--- src/rtl/rob_commit_ctrl_pkg.sv ---
// Shared CPU defines for the reorder-buffer commit controller.
//
// Contents:
//   ROB_DEPTH   - number of reorder entries. It is 16 because the
//                 register-file rename tags are 4 bits wide.
//   TAG_W       - tag width. One tag names one ROB entry.
//   CNT_W       - occupancy counter width. It holds 0..ROB_DEPTH.
//   tag_t       - ROB tag type.
//   rob_entry_t - per-entry record {busy, done, has_rd, rd, val}.
package rob_commit_ctrl_pkg;

   localparam int ROB_DEPTH = 16;
   localparam int TAG_W     = 4;
   localparam int CNT_W     = 5;
   localparam int RD_W      = 5;
   localparam int VAL_W     = 32;

   typedef logic [TAG_W-1:0] tag_t;

   typedef struct packed {
      logic             busy;
      logic             done;
      logic             has_rd;
      logic [RD_W-1:0]  rd;
      logic [VAL_W-1:0] val;
   } rob_entry_t;

endpackage

--- src/rtl/rob_commit_ctrl_if.sv ---
// Bus bundle between the dispatch/execute/register-file side and the ROB.
//
// Signal groups:
//   rdy                                    - global enable
//   alloc_valid/has_rd/rd, alloc_ready/tag - dispatch allocation
//   wb_valid/tag/val                       - execution-unit writeback
//   rf_in_flag/a/rob                       - rename write to the register file
//   rf_out_flag/a/val/rob                  - commit write to the register file
//   flush, rf_clear                        - mispredict squash
//   q1/q2 tag, ready, val                  - operand forwarding query
//
// Modports:
//   master - the pipeline side, which drives the requests
//   slave  - the ROB itself
interface rob_commit_ctrl_if;
   import rob_commit_ctrl_pkg::*;

   logic              rdy;
   logic              alloc_valid;
   logic              alloc_has_rd;
   logic [RD_W-1:0]   alloc_rd;
   logic              alloc_ready;
   tag_t              alloc_tag;
   logic              wb_valid;
   tag_t              wb_tag;
   logic [VAL_W-1:0]  wb_val;
   logic              rf_in_flag;
   logic [RD_W-1:0]   rf_in_a;
   tag_t              rf_in_rob;
   logic              rf_out_flag;
   logic [RD_W-1:0]   rf_out_a;
   logic [VAL_W-1:0]  rf_out_val;
   tag_t              rf_out_rob;
   logic              flush;
   logic              rf_clear;
   tag_t              q1_tag;
   tag_t              q2_tag;
   logic              q1_ready;
   logic              q2_ready;
   logic [VAL_W-1:0]  q1_val;
   logic [VAL_W-1:0]  q2_val;

   modport master (
      output rdy, alloc_valid, alloc_has_rd, alloc_rd, wb_valid, wb_tag, wb_val,
             flush, q1_tag, q2_tag,
      input  alloc_ready, alloc_tag, rf_in_flag, rf_in_a, rf_in_rob,
             rf_out_flag, rf_out_a, rf_out_val, rf_out_rob, rf_clear,
             q1_ready, q2_ready, q1_val, q2_val
   );

   modport slave (
      input  rdy, alloc_valid, alloc_has_rd, alloc_rd, wb_valid, wb_tag, wb_val,
             flush, q1_tag, q2_tag,
      output alloc_ready, alloc_tag, rf_in_flag, rf_in_a, rf_in_rob,
             rf_out_flag, rf_out_a, rf_out_val, rf_out_rob, rf_clear,
             q1_ready, q2_ready, q1_val, q2_val
   );

endinterface

--- src/rtl/rob_commit_ctrl.sv ---
// In-order reorder-buffer commit controller.
//
// The module keeps a 16-entry circular buffer. Dispatch allocates entries at
// the tail, execution units write results back by tag, and completed entries
// retire from the head, at most one per cycle. A flush squashes every entry
// at once.
//
// Ports:
//   clk - system clock. All state updates on the rising edge.
//   rst - asynchronous reset, active low.
//   bus - rob_commit_ctrl_if.slave. It carries the dispatch, writeback,
//         register-file, flush and forwarding signals.
//
// Configuration:
//   ROB_BYPASS_EN - when defined, the q1/q2 forwarding ports return the
//                   ready flag and stored value of the queried entry. When
//                   not defined, those outputs are tied to 0.
module rob_commit_ctrl #(
   parameter int ROB_DEPTH = rob_commit_ctrl_pkg::ROB_DEPTH
) (
   input logic               clk,
   input logic               rst,
   rob_commit_ctrl_if.slave  bus
);
   import rob_commit_ctrl_pkg::*;

   rob_entry_t        entries [ROB_DEPTH];
   tag_t              head;
   tag_t              tail;
   logic [CNT_W-1:0]  count;
   logic              out_en;
   logic              full;
   logic              accept;
   logic              commit;
   rob_entry_t        head_entry;

   // Outputs are gated by rst as well as rdy.
   // This keeps every strobe at 0 while reset is held, even though the
   // inputs may still be toggling.
   assign out_en     = bus.rdy && rst;
   assign full       = (count == CNT_W'(ROB_DEPTH));
   assign head_entry = entries[head];

   // Flush takes priority: it blocks both accept and commit in its cycle.
   // Commit needs the done bit to be already registered, so an entry cannot
   // retire in the same cycle its writeback arrives.
   assign accept = bus.alloc_valid && bus.alloc_ready;
   assign commit = out_en && !bus.flush && head_entry.busy && head_entry.done;

   assign bus.alloc_ready = out_en && !full && !bus.flush;
   assign bus.alloc_tag   = tail;
   assign bus.rf_clear    = out_en && bus.flush;

   // Register 0 is hardwired, so neither rename nor commit writes to it.
   assign bus.rf_in_flag  = accept && bus.alloc_has_rd && (bus.alloc_rd != '0);
   assign bus.rf_in_a     = bus.rf_in_flag ? bus.alloc_rd : '0;
   assign bus.rf_in_rob   = bus.rf_in_flag ? tail : '0;

   assign bus.rf_out_flag = commit && head_entry.has_rd && (head_entry.rd != '0);
   assign bus.rf_out_a    = bus.rf_out_flag ? head_entry.rd : '0;
   assign bus.rf_out_val  = bus.rf_out_flag ? head_entry.val : '0;
   assign bus.rf_out_rob  = bus.rf_out_flag ? head : '0;

`ifdef ROB_BYPASS_EN
   assign bus.q1_ready = entries[bus.q1_tag].busy && entries[bus.q1_tag].done;
   assign bus.q1_val   = entries[bus.q1_tag].val;
   assign bus.q2_ready = entries[bus.q2_tag].busy && entries[bus.q2_tag].done;
   assign bus.q2_val   = entries[bus.q2_tag].val;
`else
   logic unused_q_tags;
   assign unused_q_tags = ^{bus.q1_tag, bus.q2_tag};
   assign bus.q1_ready  = 1'b0;
   assign bus.q1_val    = '0;
   assign bus.q2_ready  = 1'b0;
   assign bus.q2_val    = '0;
`endif

   // Buffer state update.
   // Within one cycle the statements apply in this order: writeback, then
   // commit, then allocation. Commit and allocation never target the same
   // slot, because allocation is blocked whenever head==tail with live
   // entries (that is, when the buffer is full).
   always_ff @(posedge clk or negedge rst) begin
      if (!rst) begin
         head  <= '0;
         tail  <= '0;
         count <= '0;
         for (int i = 0; i < ROB_DEPTH; i++) begin
            entries[i] <= '0;
         end
      end else if (bus.rdy) begin
         if (bus.flush) begin
            head  <= '0;
            tail  <= '0;
            count <= '0;
            for (int i = 0; i < ROB_DEPTH; i++) begin
               entries[i].busy <= 1'b0;
            end
         end else begin
            if (bus.wb_valid && entries[bus.wb_tag].busy) begin
               entries[bus.wb_tag].done <= 1'b1;
               entries[bus.wb_tag].val  <= bus.wb_val;
            end
            if (commit) begin
               entries[head].busy <= 1'b0;
               entries[head].done <= 1'b0;
               head               <= head + 1'b1;
            end
            if (accept) begin
               entries[tail] <= '{busy: 1'b1, done: 1'b0, has_rd: bus.alloc_has_rd,
                                  rd: bus.alloc_rd, val: '0};
               tail          <= tail + 1'b1;
            end
            count <= count + CNT_W'(accept) - CNT_W'(commit);
         end
      end
   end

endmodule

--- src/flat_wrapper.sv ---
// flat-port wrapper written by rule: the top's interface ports become plain ports
module rob_commit_ctrl_flat import rob_commit_ctrl_pkg::*;
#(
   parameter int ROB_DEPTH = rob_commit_ctrl_pkg::ROB_DEPTH
)
  (clk, rst, bus_rdy, bus_alloc_valid, bus_alloc_has_rd, bus_alloc_rd, bus_wb_valid, bus_wb_tag, bus_wb_val, bus_flush, bus_q1_tag, bus_q2_tag, bus_alloc_ready, bus_alloc_tag, bus_rf_in_flag, bus_rf_in_a, bus_rf_in_rob, bus_rf_out_flag, bus_rf_out_a, bus_rf_out_val, bus_rf_out_rob, bus_rf_clear, bus_q1_ready, bus_q2_ready, bus_q1_val, bus_q2_val);
  rob_commit_ctrl_if bus_i ();
  input logic clk;
  input logic rst;
  input wire logic [$bits(bus_i.rdy)-1:0] bus_rdy;
  input wire logic [$bits(bus_i.alloc_valid)-1:0] bus_alloc_valid;
  input wire logic [$bits(bus_i.alloc_has_rd)-1:0] bus_alloc_has_rd;
  input wire logic [$bits(bus_i.alloc_rd)-1:0] bus_alloc_rd;
  input wire logic [$bits(bus_i.wb_valid)-1:0] bus_wb_valid;
  input wire logic [$bits(bus_i.wb_tag)-1:0] bus_wb_tag;
  input wire logic [$bits(bus_i.wb_val)-1:0] bus_wb_val;
  input wire logic [$bits(bus_i.flush)-1:0] bus_flush;
  input wire logic [$bits(bus_i.q1_tag)-1:0] bus_q1_tag;
  input wire logic [$bits(bus_i.q2_tag)-1:0] bus_q2_tag;
  output wire logic [$bits(bus_i.alloc_ready)-1:0] bus_alloc_ready;
  output wire logic [$bits(bus_i.alloc_tag)-1:0] bus_alloc_tag;
  output wire logic [$bits(bus_i.rf_in_flag)-1:0] bus_rf_in_flag;
  output wire logic [$bits(bus_i.rf_in_a)-1:0] bus_rf_in_a;
  output wire logic [$bits(bus_i.rf_in_rob)-1:0] bus_rf_in_rob;
  output wire logic [$bits(bus_i.rf_out_flag)-1:0] bus_rf_out_flag;
  output wire logic [$bits(bus_i.rf_out_a)-1:0] bus_rf_out_a;
  output wire logic [$bits(bus_i.rf_out_val)-1:0] bus_rf_out_val;
  output wire logic [$bits(bus_i.rf_out_rob)-1:0] bus_rf_out_rob;
  output wire logic [$bits(bus_i.rf_clear)-1:0] bus_rf_clear;
  output wire logic [$bits(bus_i.q1_ready)-1:0] bus_q1_ready;
  output wire logic [$bits(bus_i.q2_ready)-1:0] bus_q2_ready;
  output wire logic [$bits(bus_i.q1_val)-1:0] bus_q1_val;
  output wire logic [$bits(bus_i.q2_val)-1:0] bus_q2_val;
  assign bus_i.rdy = bus_rdy;
  assign bus_i.alloc_valid = bus_alloc_valid;
  assign bus_i.alloc_has_rd = bus_alloc_has_rd;
  assign bus_i.alloc_rd = bus_alloc_rd;
  assign bus_i.wb_valid = bus_wb_valid;
  assign bus_i.wb_tag = bus_wb_tag;
  assign bus_i.wb_val = bus_wb_val;
  assign bus_i.flush = bus_flush;
  assign bus_i.q1_tag = bus_q1_tag;
  assign bus_i.q2_tag = bus_q2_tag;
  assign bus_alloc_ready = bus_i.alloc_ready;
  assign bus_alloc_tag = bus_i.alloc_tag;
  assign bus_rf_in_flag = bus_i.rf_in_flag;
  assign bus_rf_in_a = bus_i.rf_in_a;
  assign bus_rf_in_rob = bus_i.rf_in_rob;
  assign bus_rf_out_flag = bus_i.rf_out_flag;
  assign bus_rf_out_a = bus_i.rf_out_a;
  assign bus_rf_out_val = bus_i.rf_out_val;
  assign bus_rf_out_rob = bus_i.rf_out_rob;
  assign bus_rf_clear = bus_i.rf_clear;
  assign bus_q1_ready = bus_i.q1_ready;
  assign bus_q2_ready = bus_i.q2_ready;
  assign bus_q1_val = bus_i.q1_val;
  assign bus_q2_val = bus_i.q2_val;
  rob_commit_ctrl #(.ROB_DEPTH(ROB_DEPTH)) u_core (.clk(clk), .rst(rst), .bus(bus_i));
endmodule
--- config.mk ---
export PLATFORM = sky130hd
export DESIGN_NAME = rob_commit_ctrl_flat
export DESIGN_NICKNAME = d
export VERILOG_FILES = /design/src/rtl/rob_commit_ctrl_pkg.sv /design/src/rtl/rob_commit_ctrl_if.sv /design/src/rtl/rob_commit_ctrl.sv /design/src/flat_wrapper.sv
export SDC_FILE = /design/constraint.sdc
export NUM_CORES = 2
export LEC_CHECK = 0
export CORE_MARGIN = 10
export CORE_UTILIZATION = 54
export DETAILED_ROUTE_END_ITERATION = 8
export PLACE_DENSITY = 0.82
export SYNTH_ARGS = -nofsm -noshare
export SYNTH_HDL_FRONTEND = slang
export SYNTH_SLANG_ARGS = --single-unit
export TNS_END_PERCENT = 100
--- constraint.sdc ---
create_clock -name clk -period 3.8 [get_ports clk]
set_clock_uncertainty 0.05 [all_clocks]
set_input_delay 0.57 -clock clk [delete_from_list [all_inputs] [get_ports clk]]
set_output_delay 0.57 -clock clk [all_outputs]
set_load 0.02 [all_outputs]
==> results.md <==
* First-pass GRT wire length at around 140 mm
* Pint at about 12 mW
* Max_cap viols at 0
* Peak supply drop at approximately 0.37 mV
* Congestion Overflow GR at 0
* H-tree levels at 3
* Final hold vios at 0
* Flops & latches, synth at 653
* R2R depth at 20
* Post-Synth XOR/XNOR Area at 0.0008737
* Largest cells by area after synthesis: dfrtp_1 54%, a22o_1 15%, mux4_2 15%, nand2_1 2.0%, mux2_2 2.0%
* Worst-path clk slew at approximately 0.06 ns
* Die W at approximately 260 um
* Full die area at 65530 um^2
* Vias/cell at 7.015
* Fin nets at around 2400
* Worst skew pair latency at ~0.62 ns
* Sequential share of power at 0.466
* DRT iter0 DRCs at around 3100
* Yosys synthesis warning count at 0
* F_max at ~240 MHz
* Synth Area in Adders at 0.006490
* Post-synth top area cell: dfrtp_1
* Status: finished with violations
* FF-to-FF End: u_core.count[4]$_DFFE_PN0P_
* Pleak at around 16 nW
* Largest net degree at the start of global routing at around 190
* CP cell instances: buf_12, mux4_2, mux4_2, nor3_2, nand4_1, buf_4, nand3_4, buf_12, buf_16, buf_12, nor2b_1, buf_4
* HP Class: primary input to async pin
* Top cell type's share of synthesized area at 0.5433
* Worst Path Max Fanout at 7
* Combinational share of power at 0.086
* GP Congestion at 0.9667
* WS Path Type: register to output port
* CP Data Required Time at about 3.2 ns
* Seq/Total Area, Yosys at 0.5433
* DRT Pass-1 Iters at 5
* Most frequent cells in the layout: 649 x dfrtp_1, 502 x a22o_1, 195 x mux4_2, 164 x nand2_1, 161 x buf_4
* Port bufs at ~110
* Most frequent CP cell: buf_12
* Core footprint at about 55000 um^2
* Switching part of the total at 0.2422
* Least-Margin Pin Slew at between 1 and 1.5 ns
* Cell chosen for the clock root: clkbuf_16
* Layout cells sized above 1 at 0.2849
* Worst setup path start: u_core.head[0]$_DFFE_PN0P_
* Vias at ~22000
* Syn-to-layout area delta at 18.93%
* Vias in the first global route at between 20000 and 25000
* Critical path endpoint: bus_rf_out_val[17]
* Initial antenna violation count at 2
* CP top delay family: multiplexers
* Worst EP arrival at between 3 and 4 ns
* Reg-to-reg setup timing slack at -0.10 ns
* Violated checks: setup timing
* Finished Layout Cells at around 3200
* Critical Path Start Type: register
* Number of distinct library cells after synthesis at between 50 and 60
* Num ports at between 150 and 200
* Synth Flop Type: dfrtp_1
* CP endpoint kind: output port
* Slowest cell on the critical path: mux4_2
* # clock sinks at approximately 650
* PnR worst setup slack at -0.4077 ns
* Final ANT Viol Nets at 0
* Multiplexer area fraction after synthesis at 0.1712
* Hold_ws at between 0.1 and 0.15 ns
* Finished Core Util at 0.6493
* Synthesized area per cell at ~13 um^2
* Crit path largest cell delay at ~0.52 ns
* Initial Utilization at 0.5459
* Commonest non-fill, non-tap cell in the layout: dfrtp_1
* Global-route usage over all layers at 0.2852
* Final period util at 1.107
* Synth Area in Compound Gates at 0.1678
* Filler instances at 3800
* Ys async rst share at 1.000
* CTS buffer count at between 60 and 70
* Clock tree buffer depth at 3
* PD cells at 434.8 nW/um^2
* R2R Path Start: u_core.head[0]$_DFFE_PN0P_
* Buffers & Inverters on Critical Path at 6
* WL final at 95.75 mm
* Placement Setup Slack at -0.2041 ns
* EDFF count, synth at 0
* Drc violations at 0
* CP Depth at 12
* Clock share of power at 0.448
* Crit path time final at 4.208 ns
* Detailed placement HPWL at 54.86 mm
* Post-synthesis simple-gate area fraction at 0.05650
* CTS tree: done
* Row count at 86
* Slew Limit Headroom at 0.1387
* Synth Cell Area at roughly 30000 um^2
* Unrepaired setup endpoints after global routing: yes
* Setup Viol. Count Final at 43
* Net switching power at approximately 3.8 mW
* Wire per inst at between 30 and 40 um
* Largest family of logic cells by synthesized area: multiplexers
* Final Max Tran Viols at 0
* Syn Inst Count at between 2000 and 2500
* Dpl cells at between 2000 and 3000
* Chip height at 256.0 um
worst min path at each step:
stage	end	startpoint	depth (start not counted)
final	u_core.count[0]$_DFFE_PN0P_	rst	3
after global routing	u_core.bus.alloc_tag[1]$_DFFE_PN0P_	rst	3
after CTS	u_core.bus.alloc_tag[1]$_DFFE_PN0P_	rst	3
after detailed placement	u_core.entries[555]$_DFFE_PN0P_	u_core.entries[555]$_DFFE_PN0P_	2
after global placement	u_core.entries[394]$_DFFE_PN0P_	u_core.entries[394]$_DFFE_PN0P_	2
after floorplan	u_core.bus.alloc_tag[0]$_DFFE_PN0P_	rst	0
worst register-to-register path: stages, from the launching register on:
cell and delay, ns:
dfrtp_4 0.50, buf_6 0.15, buf_6 0.11, buf_6 0.11
buf_6 0.11, mux4_2 0.44, mux2i_2 0.22, mux2i_1 0.14
o211a_2 0.19, buf_12 0.15, ha_4 0.20, inv_2 0.06
ha_4 0.12, inv_2 0.04, fa_2 0.34, nor2b_2 0.15
nor2_1 0.06, o21bai_1 0.16, xnor2_1 0.15, mux2i_1 0.22
o22ai_1 0.10
area by class of cell:
cell class	count	area, um^2	area share
diodes	2	5.005	0.0001399
clock buffers	105	2064	0.05772
clock inverters	18	244.0	0.006821
inverters	22	82.58	0.002309
multi-input cells	1319	12850	0.3592
flip-flops and latches	653	16350	0.4571
well taps	748	935.9	0.02616
repair buffers	308	3237	0.09049
metal layers:
layer / track usage / wire length (um)
met4: 0.1445 / 4957
met2: 0.4557 / 46100
met1: 0.3569 / 34250
met5: 0 / 13
met3: 0.07313 / 10430
cell families after synthesis:
kind of cell	after synthesis
compound gates	610
mux	264
simple gates	361
buf+inv	340
flops	653
xor+xnor	3
fa+ha+maj	15
other cells	1
metrics by stage:
stage	TNS (ns)	instance area, um^2	total power [mW]
5_1_grt	-14.49	35770	15.97
3_5_place_dp	-0.3795	32420	8.509
6_report	-12.90	35770	15.55
3_3_place_gp	-0.1832	32420	8.456
2_1_floorplan	0	30320	8.035
4_1_cts	-6.405	35380	15.50
power by group through the flow:
stage          Combinational, mW  Clock [mW]  Sequential [mW]
5_1_grt                     1.43        7.29             7.25
3_3_place_gp                1.11           0             7.34
3_5_place_dp                1.15           0             7.36
6_report                    1.34        6.97             7.24
2_1_floorplan              0.710           0             7.32
4_1_cts                     1.30        6.97             7.23
state kept, by name, indices dropped and copies added (netlist names):
register	cells
u_core.count	5
u_core.bus.alloc_tag	4
u_core.head	4
u_core.entries	640
synthesized netlist by cell type, drive strengths merged, types with 5 or more instances:
master	instances
nor3	17
nand2	164
and3	7
dfrtp	653
ha	14
nor2b	43
a31oi	10
clkbuf	157
inv	21
mux4	195
a22o	502
a21oi	32
and2	21
a31o	7
nand3	29
buf	161
o22ai	5
nand4	7
o21ai	36
mux2i	15
mux2	54
nor2	57
repair_timing:
action	CTS	global route
resized for setup	221	83
hold buffers	1	0
setup buffers	48	12
setup endpoints to repair	47	50
cloned	5	0
pin swaps	13	11
hold endpoints to repair	19	0
Power figures use the tool's default switching activity.
